==> src/rtl/lcd_bus_arbiter.sv <==
// ---------------------------------------------------------------------------
// lcd_bus_arbiter
//
// Sole driver of an HD44780 16x2 character LCD bus (8-bit, write-only).
// After reset it waits out the LCD power-up time, plays a fixed four-byte
// init sequence (0x38, 0x0E, 0x01, 0x06, all commands), then shares the LCD
// between two byte-level requesters using round-robin arbitration.
//
// Every byte goes through the same timing:
//   SETUP : lcd_rs/lcd_data stable, lcd_en low   (SETUP_CYC cycles)
//   PULSE : lcd_en high                           (EN_CYC cycles)
//   WAIT  : lcd_en low, LCD executes the command  (LONG_WAIT_CYC for
//           clear/home, SHORT_WAIT_CYC otherwise)
//
// Handshake (both requesters): a byte moves on a rising clk edge where
// reqK_valid && reqK_ready. A requester holds valid/rs/data stable until that
// edge and never derives valid from ready. ready is combinational from the
// valids, the FSM state and the last-grant pointer; it is high only in IDLE,
// only after init, and for at most one requester at a time.
//
// Build option:
//   LCD_FIXED_PRIO_EN : when defined, req0 always wins a tie; the last-grant
//                       pointer still updates but is not used for selection.
//                       When undefined, ties alternate (round-robin).
//
// Ports:
//   clk, rst_n               50 MHz clock, asynchronous active-low reset
//   req0_valid/rs/data/ready requester 0 byte channel (CPU result display)
//   req1_valid/rs/data/ready requester 1 byte channel (status/messages)
//   lcd_en, lcd_rw, lcd_rs, lcd_data   LCD pins (lcd_rw tied 0)
//   init_done                high once the init sequence has completed
//   busy                     high in every state except IDLE
//   grant_id                 requester of the last accepted byte
//   dbg_state                current FSM state (lcd_state_e encoding)
// ---------------------------------------------------------------------------
module lcd_bus_arbiter #(
  parameter int unsigned SETUP_CYC      = 2,
  parameter int unsigned EN_CYC         = 25,
  parameter int unsigned SHORT_WAIT_CYC = 2000,
  parameter int unsigned LONG_WAIT_CYC  = 82000,
  parameter int unsigned PWRUP_CYC      = 750000
) (
  input  logic       clk,
  input  logic       rst_n,

  input  logic       req0_valid,
  input  logic       req0_rs,
  input  logic [7:0] req0_data,
  output logic       req0_ready,

  input  logic       req1_valid,
  input  logic       req1_rs,
  input  logic [7:0] req1_data,
  output logic       req1_ready,

  output logic       lcd_en,
  output logic       lcd_rw,
  output logic       lcd_rs,
  output logic [7:0] lcd_data,

  output logic       init_done,
  output logic       busy,
  output logic       grant_id,
  output logic [2:0] dbg_state
);

  // -------------------------------------------------------------------------
  // State encoding
  // -------------------------------------------------------------------------
  typedef enum logic [2:0] {
    ST_PWRUP = 3'd0,
    ST_SETUP = 3'd1,
    ST_PULSE = 3'd2,
    ST_WAIT  = 3'd3,
    ST_IDLE  = 3'd4
  } lcd_state_e;

  // Each timed state counts 0 .. LAST and leaves on the cycle the counter
  // equals LAST, so the state occupies exactly N cycles.
  localparam logic [31:0] PWRUP_LAST = 32'(PWRUP_CYC)      - 32'd1;
  localparam logic [31:0] SETUP_LAST = 32'(SETUP_CYC)      - 32'd1;
  localparam logic [31:0] EN_LAST    = 32'(EN_CYC)         - 32'd1;
  localparam logic [31:0] SHORT_LAST = 32'(SHORT_WAIT_CYC) - 32'd1;
  localparam logic [31:0] LONG_LAST  = 32'(LONG_WAIT_CYC)  - 32'd1;

  localparam logic [1:0] INIT_LAST_IDX = 2'd3;

  // Fixed HD44780 init sequence: 8-bit/2-line/5x8, display on + cursor,
  // clear, entry mode increment.
  function automatic logic [7:0] init_byte(input logic [1:0] idx);
    logic [7:0] b;
    case (idx)
      2'd0:    b = 8'h38;
      2'd1:    b = 8'h0E;
      2'd2:    b = 8'h01;
      2'd3:    b = 8'h06;
      default: b = 8'h00;
    endcase
    return b;
  endfunction

  // -------------------------------------------------------------------------
  // Flops
  // -------------------------------------------------------------------------
  lcd_state_e state_q,      state_d;
  logic [31:0] cnt_q,       cnt_d;
  logic [1:0]  init_idx_q,  init_idx_d;
  logic        lcd_en_q,    lcd_en_d;
  logic        lcd_rs_q,    lcd_rs_d;
  logic [7:0]  lcd_data_q,  lcd_data_d;
  logic        init_done_q, init_done_d;
  logic        busy_q,      busy_d;
  logic        grant_id_q,  grant_id_d;
  logic        last_grant_q, last_grant_d;

  // -------------------------------------------------------------------------
  // Arbitration (combinational)
  // -------------------------------------------------------------------------
  logic sel;        // requester picked this cycle
  logic arb_open;   // a byte may be accepted this cycle
  logic accept;     // the selected requester's byte moves on this edge
  logic sel_rs;
  logic [7:0] sel_data;

  always_comb begin
    sel = 1'b0;
    if (req0_valid && req1_valid) begin
`ifdef LCD_FIXED_PRIO_EN
      sel = 1'b0;
`else
      // Tie: give the bus to whoever did not get it last time.
      sel = ~last_grant_q;
`endif
    end else if (req1_valid) begin
      sel = 1'b1;
    end else begin
      sel = 1'b0;
    end
  end

  assign arb_open   = (state_q == ST_IDLE) && init_done_q;
  assign req0_ready = arb_open && req0_valid && (sel == 1'b0);
  assign req1_ready = arb_open && req1_valid && (sel == 1'b1);
  assign accept     = req0_ready || req1_ready;

  assign sel_rs   = sel ? req1_rs   : req0_rs;
  assign sel_data = sel ? req1_data : req0_data;

  // -------------------------------------------------------------------------
  // Post-pulse wait length: clear display (0x01) and return home (0x02/0x03)
  // take far longer inside the LCD than every other command or character.
  // The byte in lcd_data_q is the one just strobed, so it decides the wait.
  // -------------------------------------------------------------------------
  logic        long_wait;
  logic [31:0] wait_last;

  assign long_wait = !lcd_rs_q &&
                     ((lcd_data_q[7:1] == 7'b0000000) ||
                      (lcd_data_q[7:1] == 7'b0000001));
  assign wait_last = long_wait ? LONG_LAST : SHORT_LAST;

  // -------------------------------------------------------------------------
  // Next-state logic
  // -------------------------------------------------------------------------
  always_comb begin
    state_d      = state_q;
    cnt_d        = cnt_q + 32'd1;
    init_idx_d   = init_idx_q;
    lcd_rs_d     = lcd_rs_q;
    lcd_data_d   = lcd_data_q;
    init_done_d  = init_done_q;
    grant_id_d   = grant_id_q;
    last_grant_d = last_grant_q;

    case (state_q)
      ST_PWRUP: begin
        if (cnt_q == PWRUP_LAST) begin
          state_d    = ST_SETUP;
          cnt_d      = 32'd0;
          init_idx_d = 2'd0;
          lcd_rs_d   = 1'b0;
          lcd_data_d = init_byte(2'd0);
        end
      end

      ST_SETUP: begin
        if (cnt_q == SETUP_LAST) begin
          state_d = ST_PULSE;
          cnt_d   = 32'd0;
        end
      end

      ST_PULSE: begin
        if (cnt_q == EN_LAST) begin
          state_d = ST_WAIT;
          cnt_d   = 32'd0;
        end
      end

      ST_WAIT: begin
        if (cnt_q == wait_last) begin
          cnt_d = 32'd0;
          if (init_done_q) begin
            state_d = ST_IDLE;
          end else if (init_idx_q == INIT_LAST_IDX) begin
            // Last init byte has settled: the LCD is ready for traffic.
            init_done_d = 1'b1;
            state_d     = ST_IDLE;
          end else begin
            init_idx_d = init_idx_q + 2'd1;
            lcd_rs_d   = 1'b0;
            lcd_data_d = init_byte(init_idx_q + 2'd1);
            state_d    = ST_SETUP;
          end
        end
      end

      ST_IDLE: begin
        // IDLE is untimed; keep the counter parked so it cannot wrap.
        cnt_d = 32'd0;
        if (accept) begin
          state_d      = ST_SETUP;
          lcd_rs_d     = sel_rs;
          lcd_data_d   = sel_data;
          grant_id_d   = sel;
          last_grant_d = sel;
        end
      end

      default: begin
        state_d = ST_PWRUP;
        cnt_d   = 32'd0;
      end
    endcase

    // Registered from the next state so lcd_en/busy change cleanly on the
    // clock edge and line up exactly with the state they describe.
    lcd_en_d = (state_d == ST_PULSE);
    busy_d   = (state_d != ST_IDLE);
  end

  // -------------------------------------------------------------------------
  // State registers. Reset aborts any transfer at once: lcd_en drops
  // asynchronously and the block restarts from power-up.
  // -------------------------------------------------------------------------
  always_ff @(posedge clk or negedge rst_n) begin
    if (!rst_n) begin
      state_q      <= ST_PWRUP;
      cnt_q        <= 32'd0;
      init_idx_q   <= 2'd0;
      lcd_en_q     <= 1'b0;
      lcd_rs_q     <= 1'b0;
      lcd_data_q   <= 8'h00;
      init_done_q  <= 1'b0;
      busy_q       <= 1'b0;
      grant_id_q   <= 1'b0;
      last_grant_q <= 1'b1;
    end else begin
      state_q      <= state_d;
      cnt_q        <= cnt_d;
      init_idx_q   <= init_idx_d;
      lcd_en_q     <= lcd_en_d;
      lcd_rs_q     <= lcd_rs_d;
      lcd_data_q   <= lcd_data_d;
      init_done_q  <= init_done_d;
      busy_q       <= busy_d;
      grant_id_q   <= grant_id_d;
      last_grant_q <= last_grant_d;
    end
  end

  // -------------------------------------------------------------------------
  // Outputs
  // -------------------------------------------------------------------------
  assign lcd_en    = lcd_en_q;
  assign lcd_rw    = 1'b0;
  assign lcd_rs    = lcd_rs_q;
  assign lcd_data  = lcd_data_q;
  assign init_done = init_done_q;
  assign busy      = busy_q;
  assign grant_id  = grant_id_q;
  assign dbg_state = state_q;

endmodule

==> config.mk <==
export PLATFORM = sky130hd
export DESIGN_NAME = lcd_bus_arbiter
export DESIGN_NICKNAME = d
export VERILOG_FILES = /design/src/rtl/lcd_bus_arbiter.sv
export SDC_FILE = /design/constraint.sdc
export NUM_CORES = 1
export LEC_CHECK = 0
export ABC_AREA = 1
export CELL_PAD_IN_SITES_DETAIL_PLACEMENT = 1
export CELL_PAD_IN_SITES_GLOBAL_PLACEMENT = 1
export CORE_UTILIZATION = 40
export DETAILED_ROUTE_END_ITERATION = 7
export HOLD_SLACK_MARGIN = 0.15
export PLACE_DENSITY_LB_ADDON = 0.05
export SKIP_LAST_GASP = 1
export SLEW_MARGIN = 10
export SYNTH_ARGS = -nofsm -noshare
export SYNTH_HDL_FRONTEND = slang
export SYNTH_SLANG_ARGS = --single-unit
==> constraint.sdc <==
create_clock -name clk -period 2 [get_ports clk]
set_input_delay 0.4 -clock clk [delete_from_list [all_inputs] [get_ports clk]]
set_output_delay 0.4 -clock clk [all_outputs]
set_load 0.01 [all_outputs]
* Word-level counts from Yosys, hierarchy flattened
Cells that the tools add are included.
** Cells by class
- Bitwise gates (word level) :: 2
- Reductions and logical operators :: 19
- Equality and inequality tests :: 20
- Add/subtract/negate cells :: 2
- Muxes and demuxes :: 38
** Operators by type and width (count)
- $mux W32 :: 4
- $pmux W32 S4 :: 1
- $mux W8 :: 6
- $add A32 B1 Y32 const B :: 1
- $eq A32 B1 Y1 const B :: 1
- $eq A32 B17 Y1 :: 1
- $eq A32 B20 Y1 const B :: 1
- $eq A32 B5 Y1 const B :: 1
- $pmux W8 S4 :: 1
- $pmux W8 S3 :: 1
- $mux W3 :: 7
- $mux W17 :: 1
- $pmux W3 S5 :: 1
- $mux W1 :: 10
- $ne A2 B2 Y1 const B :: 5
- $eq A3 B2 Y1 const B :: 3
- $mux W2 :: 4
- $eq A7 B1 Y1 const B :: 1
- $logic_and A1 B1 Y1 :: 7
- $logic_not A7 Y1 :: 1
- $eq A2 B2 Y1 const B :: 3
- $reduce_and A6 Y1 :: 1
- $reduce_and A5 Y1 :: 1
- $pmux W2 S2 :: 1
- 14 further kinds :: 17
** Storage, ports and cells
- Output and inout port bits :: 19
- Word-level logic and storage cells :: 91
- Input bits :: 22
- Flip-flop bits (word level) :: 51

* Logic depth before layout (Yosys ltp)
Gate-level depths: netlist of run 1.
- Depth after elaboration :: 8
- Mapped depth :: 13
- Depth with buffers taken out :: 12

* Worst setup path before layout of run 1
Ideal clock, no wire load.
- Path type :: reg2reg
- Start point :: register cnt_q[0]
- End point :: register cnt_q[0]
- Library setup time :: 0.122 ns
- Required time :: 1.878 ns
- Period minus slack after synthesis :: 1.716 ns
- Path slack :: 0.284 ns
- Stages on the path, launching flop included :: 12
- Arrival :: 1.594 ns
- Path buffers :: 1
- Path through :: dfrtp_1 ha_1 nand2_2 nor2_4 nand3_1 nor2_1 nand3_1 nand2_2 inv_2 nor2_8 buf_6 nor2_1
** Between the ends
- Longest elaborated chain between the ends :: 3
- Elaborated cells on any way between the ends :: 10
- Those cells by class :: add/sub: 1; eq/ne: 4; mux: 5
** RTL lines
- from (decl) :: line 106 : logic [31:0] cnt_q, cnt_d;
- from (signal assigned) :: line 260 : cnt_q <= cnt_d;
- $add A32 B1 Y32 (tied with other cells) :: line 167 : cnt_d = cnt_q + 32'd1;
- $mux W32, on equally long branches
- $pmux W32 S4 * :: line 175 : case (state_q)
- named net cnt_d[0] :: line 106
Mark *: on every way through the listed nets, which the timed path passes. The rest lies on a longest branch.
A chain may end at the register's enable or synchronous reset.

* Worst setup path in the final report of run 1
- Start point :: register cnt_q[0]
- End point :: register cnt_q[8]
Same word-level chain as after synthesis.

==> results of run 1 <==
## stage by stage
stage | instance area, sq um | instances | total power (W)
final | 4480 | 700 | 0.00184
after global routing | 4480 | 700 | 0.00191
after CTS | 4350 | 695 | 0.00186
after detailed placement | 4170 | 681 | 0.00114
after global placement | 4170 | 681 | 0.00113
after floorplan | 3500 | 519 | 0.00106
## tightest hold or removal path: cells and delay by family, from the launching register on
kind / cells / cell delay (ns)
DFF: 1 / 0.38
and+or+nand+nor: 2 / 0.09
## state kept, by name, summed over array words and instances (netlist names)
name,count
busy,1
cnt_q,32
dbg_state,3
grant_id,1
init_done,1
init_idx_q,2
last_grant_q,1
lcd_data,8
lcd_en,1
lcd_rs,1
## logic make-up (layout without fill, tap and decap cells)
kind of cell / count (synthesis) / count (layout) / share of synthesized area
XOR/XNOR: 15 / 15 / 0.0375
buffers and inverters: 75 / 151 / 0.0854
other: 1 / 1 / 0.00107
flip-flops: 51 / 51 / 0.365
AO/OA/AOI/OAI: 35 / 35 / 0.0575
adder cells (fa/ha/maj): 6 / 6 / 0.0214
AND/OR/NAND/NOR: 336 / 336 / 0.432
## cell usage in the layout, fill, tap and decap left out, types with 2 or more instances in the layout
| master | n |
|---|---|
| nand3_2 | 6 |
| xnor2_1 | 2 |
| o211ai_1 | 8 |
| o22ai_1 | 2 |
| xor2_1 | 13 |
| nor3_2 | 2 |
| nor2_2 | 10 |
| nand3b_1 | 2 |
| dfrtp_2 | 2 |
| nor2_1 | 90 |
| nand2_1 | 135 |
| inv_1 | 54 |
| ha_1 | 5 |
| nand2_2 | 7 |
| buf_6 | 2 |
| o21ai_0 | 14 |
| clkbuf_8 | 5 |
| a21oi_1 | 8 |
| nand3_4 | 2 |
| o21ai_1 | 2 |
| nor3_1 | 14 |
| clkdlybuf4s50_1 | 35 |
| dfrtp_1 | 48 |
| nand2_4 | 2 |
| buf_12 | 2 |
| buf_4 | 33 |
| inv_2 | 13 |
| nand3_1 | 38 |
| nand4_1 | 15 |
| nor2_4 | 8 |
## how the worst max path moves through the flow
stage	slack, ns	depth (start not counted)	endpoint	startpoint
after detailed placement	-0.26	12	lcd_data[1]$_DFFE_PN0P_	req0_valid
after global routing	-0.01	11	cnt_q[8]$_DFF_PN0_	cnt_q[0]$_DFF_PN0_
final	0.08	11	cnt_q[8]$_DFF_PN0_	cnt_q[0]$_DFF_PN0_
after global placement	-0.12	7	req1_ready	req0_valid
after floorplan	0.28	11	cnt_q[0]$_DFF_PN0_	cnt_q[0]$_DFF_PN0_
after CTS	-0.02	6	req0_ready	dbg_state[1]$_DFF_PN0_
## power breakdown
| group | internal, W | leakage, nW | switching, W |
|---|---|---|---|
| Sequential | 0.00103 | 0.691 | 0 |
| Combinational | 0.0000448 | 1.44 | 0.0000382 |
| Clock | 0.000368 | 0.0513 | 0.000356 |
| Total | 0.00144 | 2.18 | 0.000394 |
## synthesized netlist by cell type
library cell  count  area, sq um
nand2_1         137          514
nor2_1           98          368
inv_1            55          206
dfrtp_1          50         1250
nand3_1          41          205
nand4_1          15         93.8
nor3_1           14         70.1
o21ai_0          14         70.1
xor2_1           13          114
inv_2            12         45.0
a21oi_1           8         40.0
o211ai_1          8         60.1
nand2_2           7         43.8
ha_1              6         75.1
nor2_2            6         37.5
buf_2             5         25.0
nand3_2           5         50.1
nor2_4            4         45.0
nand3b_1          2         15.0
nor3_2            2         20.0
o21ai_1           2         10.0
o22ai_1           2         12.5
xnor2_1           2         17.5
and2_0            1         6.26
and3_1            1         6.26
buf_4             1         7.51
buf_6             1         11.3
clkbuf_1          1         3.75
conb_1            1         3.75
dfstp_2           1         26.3
nor2_8            1         20.0
nor3b_2           1         12.5
nor4_1            1         6.26
o21ai_2           1         8.76
## area by class of cell
class | count | area [sq um] | share of cell area
inverter | 67 | 251 | 0.0561
clock inverter | 1 | 30.0 | 0.00670
sequential | 51 | 1280 | 0.286
timing repair buffer | 77 | 702 | 0.157
multi-input combinational | 393 | 2010 | 0.449
tap | 105 | 131 | 0.0293
clock buffer | 6 | 72.6 | 0.0162
## layer usage
| metal | vias up | GRT usage | routed length, microns |
|---|---|---|---|
| li1 | 1787 | - | - |
| met1 | 1762 | 0.360 | 5340 |
| met2 | 63 | 0.474 | 5760 |
| met3 | 10 | 0.0367 | 358 |
| met4 | 0 | 0.0697 | 155 |
| met5 | - | 0 | 0 |
## timing repair
action | CTS | global route
setup endpoints to repair | 10 | 38
pin swaps | 3 | 6
setup buffers | 6 | 5
resized for setup | 2 | 30
hold endpoints to repair | 50 | 0
hold buffers | 1 | 0
==> flow_summary_export.csv, run 1 <==
group,metric,value,unit
sta,setup_ws,0.0769,ns
floorplanning,core_area,8340,sq um
floorplanning,die_area,9130,sq um
critical_path,r2r_slack,0.08,ns
place,portBuffers,39,
synthesis,ys_seq_area_frac,0.365,
place,dpl_worst_slack,-0.259,ns
grt,grt_pass1_vias,3736,
critical_path,path_buf_inv,1,
route,drtIter0Drc,174,
min_path,whs_endpoint,"last_grant_q$_DFFE_PN1P_",
critical_path,worstPathCellList,"ha_2 -> nand2_2 -> nor2_4 -> nand2_1 -> nor2_2 -> nand2_2 -> nand2_4 -> nand3_4 -> nor2_8 -> buf_4 -> nor2_1",
power,powerDensity,410,nW/um^2
synthesis,synthCells,519,
route,vias_per_cell,5.17,
grt,grt_pass1_wl,18800,microns
finish,drive_gt1_frac,0.171,
place,place_congestion,0.921,
sta,drv_slew,0,
grt,grt_max_degree,28,
clocking,cts_tree,"yes",
critical_path,cp_slowest_cell,"dfrtp_1",
synthesis,ys_types,34,
synthesis,avgSynthCellArea,6.75,sq um
place,hpwl,9190,microns
finish,n_fill_cell,1101,
clocking,clk_pin_slew,0.09,ns
synthesis,ys_seq_elements,51,
critical_path,reg2reg_from,"cnt_q[0]$_DFF_PN0_",
min_path,min_delay_path_depth,2,
sta,tns,0,ns
floorplanning,die_w,95.6,microns
run_status,outcome,"finished clean",
grt,antenna_found_initial,0,
route,totalWireLength,11600,microns
floorplanning,start_util,0.420,
min_path,hold_path_class,"register to register",
finish,diodes,0,
critical_path,max_stage_delay,0.39,ns
route,vias,3622,
critical_path,worstPathRequired,2.20,ns
min_path,worstHoldStart,"last_grant_q$_DFFE_PN1P_",
sta,hold_viol_final,0,
floorplanning,rows,33,
route,drtPass1Iterations,4,
sta,period_needed,1.92,ns
clocking,cts_htree_levels,2,
finish,area_growth,27.9,%
floorplanning,num_io_pins,41,
critical_path,end_kind,"register",
synthesis,netlist_area,3500,sq um
clocking,root_buffer,"clkbuf_8",
job,cap_violations,0,
sta,fmax,520,MHz
sta,skew,0.0106,ns
power,vdd_drop_max,0.305,mV
sta,min_period_over_period,0.962,
sta,setup_viol,0,
clocking,clk_latency,0.31,ns
critical_path,worstPathMaxFanout,5,
route,drc,0,
floorplanning,die_height,95.6,microns
synthesis,ys_warn_count,0,
finish,utilization,0.537,
critical_path,crit_family,"simple AND/OR/NAND/NOR gates",
finish,nets,623,
critical_path,cpMostUsedCell,"nand2_2",
critical_path,reg2reg_depth,11,
route,routedWlPerCell,16.6,microns
clocking,cts-buffers-inserted,5,
grt,overflow,0,
clocking,clock-sinks,51,
sta,hold_slack,0.472,ns
critical_path,worst_ep_arrival_time,2.12,ns
grt,grt_usage,0.274,
critical_path,crit_type,"register to register",
critical_path,start_kind,"register",
clocking,clock_path_buffers,2,
route,ant_nets,0,
synthesis,synth_fp_nets,547,
critical_path,reg2reg_to,"cnt_q[8]$_DFF_PN0_",
power,p_leak,2.18,nW
Note: power is estimated with default switching activity, not from simulation.
==> inputs of run 2 (changes only) <==
--- a/config.mk
+++ b/config.mk
@@ -12,6 +12,7 @@
 export DETAILED_ROUTE_END_ITERATION = 7
 export HOLD_SLACK_MARGIN = 0.15
 export PLACE_DENSITY_LB_ADDON = 0.05
+export REMOVE_ABC_BUFFERS = 1
 export SKIP_LAST_GASP = 1
 export SLEW_MARGIN = 10
 export SYNTH_ARGS = -nofsm -noshare
==> run 2 against run 1 <==
Against the previous run:
- via count up 0.58%
- sequential cell count unchanged
- combinational power is 4.3% higher
- fmax is 1.3% lower
- utilization is 0.86 points lower
- final cell count fell by 0.57%
- critical path depth did not move
- register-to-register slack worse by 0.03 ns
- critical path type unchanged
- largest power group unchanged
==> flow_summary_export.csv, run 2 (synthesis gave the netlist of run 1 again) <==
group,metric,value,unit
run_status,outcome,"finished clean",
critical_path,worst_ep_arrival_time,2.15,ns
route,drtIter0Drc,190,
floorplanning,die_height,95.6,microns
finish,diodes,0,
finish,largest_reg_flops,32,
sta,setup_viol,0,
clocking,clk_pin_slew,0.10,ns
job,cap_violations,0,
critical_path,crit_type,"register to register",
floorplanning,die_w,95.6,microns
sta,skew,0.0102,ns
sta,fmax,513,MHz
grt,antenna_found_initial,0,
sta,hold_viol_final,0,
clocking,cts_tree,"yes",
critical_path,worstPathRequired,2.20,ns
power,powerDensity,393,nW/um^2
finish,utilization,0.529,
critical_path,worstPathMaxFanout,9,
route,drtPass1Iterations,4,
place,place_congestion,0.902,
floorplanning,start_util,0.420,
route,vias_per_cell,5.23,
clocking,clock-sinks,51,
clocking,clk_latency,0.31,ns
finish,regMostFlops,"cnt_q",
power,power.total,0.00173,W
floorplanning,rows,33,
clocking,clock_path_buffers,2,
route,vias,3643,
sta,drv_slew,0,
route,ant_nets,0,
place,hpwl,9130,microns
route,totalWireLength,11700,microns
finish,drive_gt1_frac,0.159,
route,routedWlPerCell,16.9,microns
finish,layout_common_cells,"nand2_1, nor2_1, inv_1",
place,portBuffers,39,
floorplanning,num_io_pins,41,
grt,grt_pass1_wl,18400,microns
clocking,cts_htree_levels,2,
power,p_leak,2.12,nW
critical_path,r2r_slack,0.05,ns
place,place_inst,679,
grt,grt_pass1_vias,3656,
floorplanning,core_area,8340,sq um
finish,final_cells,696,
sta,min_period_over_period,0.974,
sta,rsz0062_at_grt,"true",
finish,nets,618,
clocking,root_buffer,"clkbuf_8",
floorplanning,die_area,9130,sq um
power,vdd_drop_max,0.244,mV
sta,hold_slack,0.480,ns
clocking,cts-buffers-inserted,5,
sta,period_needed,1.95,ns
finish,area_growth,25.9,%
grt,grt_usage,0.265,
finish,layout_commonest_cell,"nand2_1",
grt,overflow,0,
critical_path,end_kind,"register",
route,drc,0,
critical_path,start_kind,"register",
grt,grt_max_degree,52,
min_path,hold_path_class,"register to register",
sta,tns,0,ns
run 2: where the power goes:
| group | internal, W | switching (W) |
|---|---|---|
| Clock | 0.000246 | 0.000368 |
| Sequential | 0.00103 | 0 |
| Combinational | 0.0000469 | 0.0000396 |
run 2: what timing repair did:
action                                  4_1_cts  5_1_grt
cloned                                        0        2
gates resized for setup                       3       21
endpoints found under the setup margin        3       33
pin swaps                                     0        6
endpoints found under the hold margin        50        0
hold buffers                                  1        0
buffers inserted                              0        6
run 2: metal layers:
layer,vias up,wire length (microns),GRT usage
li1,1785,-,-
met1,1769,5400,0.377
met2,75,5600,0.430
met3,14,579,0.0295
met4,0,159,0.0634
met5,-,0,0
run 2: worst max-delay path: stages, from the launching register on:
cell	delay, ns
dfrtp_1	0.39
ha_2	0.21
nand2_2	0.08
nor2_4	0.22
nand2_1	0.08
nor2_1	0.12
nand2_1	0.12
nand2_2	0.12
nand3_4	0.16
nor2_4	0.16
buf_12	0.14
nor2_1	0.04
run 2: worst paths after layout:
check                                    startpoint                  endpoint  depth (start not counted)
setup / recovery                 cnt_q[1]$_DFF_PN0_       cnt_q[18]$_DFF_PN0_                         11
hold / removal             last_grant_q$_DFFE_PN1P_  last_grant_q$_DFFE_PN1P_                          2
setup reg to reg                 cnt_q[1]$_DFF_PN0_       cnt_q[18]$_DFF_PN0_                         11
hold reg to reg            last_grant_q$_DFFE_PN1P_  last_grant_q$_DFFE_PN1P_                          2
max in group asynchronous                     rst_n  last_grant_q$_DFFE_PN1P_                          3
min in group asynchronous                     rst_n       cnt_q[14]$_DFF_PN0_                          3
run 2: final cells by class:
| type | instances | area [sq um] |
|---|---|---|
| sequential | 51 | 1280 |
| inverter | 67 | 251 |
| fill | 1083 | 3930 |
| clock buffer | 6 | 72.6 |
| clock inverter | 2 | 12.5 |
| tap | 105 | 131 |
| multi-input combinational | 395 | 2010 |
| timing repair buffer | 70 | 652 |
run 2: metrics by stage:
step | setup WS [ns] | instance area (sq um)
CTS | 0.00940 | 4260
floorplan | 0.241 | 3450
finish | 0.0513 | 4410
global route | -0.0927 | 4410
detailed placement | -0.291 | 4160
global placement | -0.0884 | 4160
==> inputs of run 3 (changes only) <==
--- a/config.mk
+++ b/config.mk
@@ -5,10 +5,9 @@
 export SDC_FILE = /design/constraint.sdc
 export NUM_CORES = 1
 export LEC_CHECK = 0
-export ABC_AREA = 1
 export CELL_PAD_IN_SITES_DETAIL_PLACEMENT = 1
 export CELL_PAD_IN_SITES_GLOBAL_PLACEMENT = 1
-export CORE_UTILIZATION = 40
+export CORE_UTILIZATION = 42
 export DETAILED_ROUTE_END_ITERATION = 7
 export HOLD_SLACK_MARGIN = 0.15
 export PLACE_DENSITY_LB_ADDON = 0.05
==> run 3 against run 2 <==
Against the previous run:
- critical path depth decreased by 2
- first-iteration DRC count shrank 41%
- sequential cell count is the same
- clock power up 26%
- critical path type unchanged
- clock skew is 0.0026 ns lower
- critical endpoint is now cnt_q[6]$_DFF_PN0_
- routed wire length fell by 16%
- the run now ends with DRC, setup timing left
- largest cell class unchanged
- final cell count down 29%
==> flow_summary_export.csv, run 3 <==
group,metric,value,unit
run_status,outcome,"finished with violations",
run_status,violations,"DRC, setup timing",
finish,n_fill_cell,713,
sta,period_needed,2.27,ns
route,drtIter0Drc,113,
floorplanning,die_area,7120,sq um
grt,busiest_layer,"met2",
critical_path,end_kind,"register",
finish,utilization,0.676,
sta,skew,0.00768,ns
finish,multiInputGateArea,1760,sq um
sta,setup_ws,-0.267,ns
route,ant_nets,0,
clocking,root_buffer,"clkbuf_8",
grt,use_met1,0.292,
synthesis,ys_seq_elements,51,
sta,min_period_over_period,1.13,
synthesis,synth.top_cells.by_area,"dfrtp_1, nor2_1, xnor2_1, xor2_1, mux2i_1",
floorplanning,rows,29,
power,powerDensity,437,nW/um^2
finish,area_growth,53.1,%
synthesis,synth_ff_type,"dfrtp_1",
critical_path,worst_ep_arrival_time,2.47,ns
synthesis,yosysMostFrequentCell,"nor2_1",
finish,drive_gt1_frac,0.328,
place,dpl_worst_slack,-0.349,ns
sta,hold_viol_final,0,
place,place_area,3860,sq um
place,portBuffers,39,
synthesis,synth-edff-count,0,
sta,fmax,441,MHz
route,drc,8,
job,cap_violations,0,
route,routedWlPerCell,20.0,microns
finish,largest_reg_flops,32,
grt,grt_pass1_wl,15000,microns
power,p_leak,2.08,nW
synthesis,netlist_area,2850,sq um
finish,layout_commonest_cell,"buf_4",
clocking,clock_path_buffers,2,
floorplanning,num_io_pins,41,
sta,tns,-9.58,ns
synthesis,synth_common_cells,"nor2_1, dfrtp_1, nand2_1, nand3_1",
route,totalWireLength,9910,microns
clocking,cts_htree_levels,2,
min_path,hold_path_class,"register to register",
synthesis,ys_seq_area_frac,0.448,
clocking,clk_pin_slew,0.10,ns
power,vdd_drop_max,0.297,mV
floorplanning,die_w,84.4,microns
grt,grt_pass1_vias,3045,
sta,setup_viol,48,
critical_path,worstPathRequired,2.20,ns
place,place_congestion,0.801,
finish,design_area,4370,sq um
synthesis,synthCells,300,
clocking,clock-sinks,51,
route,vias,2782,
critical_path,worstPathMaxFanout,16,
finish,regMostFlops,"cnt_q",
critical_path,crit_type,"register to register",
route,drtPass1Iterations,6,
grt,grt.met2_usage,0.535,
critical_path,start_kind,"register",
clocking,cts-buffers-inserted,5,
grt,met3_usage,0.0452,
route,vias_per_cell,5.62,
place,hpwl,6230,microns
floorplanning,die_height,84.4,microns
floorplanning,start_util,0.441,
floorplanning,core_area,6460,sq um
synthesis,ys_async_sr_fraction,1.00,
grt,antenna_found_initial,0,
synthesis,synth_top_area_frac,0.439,
sta,drv_slew,0,
finish,layout_common_cells,"buf_4, nor2_1, dfrtp_1",
grt,grt_usage,0.273,
finish,diodes,0,
synthesis,synth_area_leader_cell,"dfrtp_1",
synthesis,avgSynthCellArea,9.50,sq um
grt,overflow,0,
finish,nets,445,
synthesis,ys_warn_count,0,
clocking,clk_latency,0.32,ns
finish,seqCellArea,1280,sq um
clocking,cts_tree,"yes",
grt,grt_max_degree,33,
sta,rsz0062_at_grt,"true",
synthesis,ys_types,51,
-- run 3: changes by cell type in the layout (fill, tap and decap cells not counted), moves of 10 or more --
cell / delta
buf_4: +43
inv_1: -43
nor3_1: -10
inv_2: -12
nand3_1: -25
nor2_1: -44
nand2_1: -115
xnor2_1: +13
-- run 3: final cells by class --
class / count / area share
multi-input combinational: 227 / 0.404
sequential: 51 / 0.293
timing repair buffer: 120 / 0.244
tap: 77 / 0.0221
clock buffer: 6 / 0.0189
inverter: 12 / 0.0103
clock inverter: 2 / 0.00802
-- run 3: where the power goes --
part / switching [W] / leakage [nW] / internal (W)
combinational: 0.0000433 / 1.34 / 0.0000566
sequential: 0 / 0.677 / 0.00103
clock: 0.000371 / 0.0612 / 0.000406
total: 0.000414 / 2.08 / 0.00149
-- run 3: timing repair --
action                                 in CTS  in global routing
setup endpoints to repair                  51                 50
pin swaps                                   9                 14
hold buffers                                1                  0
endpoints found under the hold margin      14                  0
setup buffers                               4                  4
gates cloned                                0                  2
resized for setup                          34                 32
-- run 3: path summary, 6_finish.rpt --
kind	startpoint	endpoint	slack, ns	depth (start not counted)
max	cnt_q[19]$_DFF_PN0_	cnt_q[6]$_DFF_PN0_	-0.27	9
min	cnt_q[0]$_DFF_PN0_	cnt_q[0]$_DFF_PN0_	0.49	1
max reg2reg	cnt_q[19]$_DFF_PN0_	cnt_q[6]$_DFF_PN0_	-0.27	9
min reg2reg	cnt_q[0]$_DFF_PN0_	cnt_q[0]$_DFF_PN0_	0.49	1
max in group asynchronous	rst_n	cnt_q[9]$_DFF_PN0_	0.89	3
min in group asynchronous	rst_n	lcd_data[1]$_DFFE_PN0P_	0.57	2
-- run 3: routing by layer --
metal / routed length [microns] / vias to the layer above / share of wire
li1: - / 1287 / -
met1: 3870 / 1390 / 0.39
met5: 0 / - / 0
met2: 5380 / 73 / 0.54
met3: 325 / 32 / 0.033
met4: 337 / 0 / 0.034
-- run 3: worst max-delay path: stages, from the launching register on --
cell and delay [ns]:
dfrtp_1 0.40, nor4_2 0.26, buf_4 0.15, nand4b_1 0.18, o311ai_1 0.34, o31ai_1 0.14, a221oi_2 0.25, buf_4 0.20
buf_12 0.16, a21oi_1 0.06
-- run 3: metrics by stage --
stage          power [W]  cells  hold WS (ns)
6_report         0.00191    495         0.493
5_1_grt          0.00195    495         0.519
4_1_cts          0.00190    490         0.494
3_5_place_dp     0.00115    479         0.352
3_3_place_gp     0.00114    479         0.351
2_1_floorplan    0.00107    290         0.104
-- run 3: logic make-up (layout without fill, tap and decap cells) --
family	count (synthesis)	after routing	share of synthesized area
mux	16	16	0.0592
buf+inv	22	140	0.0320
fa+ha+maj	6	6	0.0263
flops	51	51	0.448
simple gates	140	140	0.254
other cells	1	1	0.00132
xor+xnor	30	30	0.0921
compound gates	34	34	0.0869
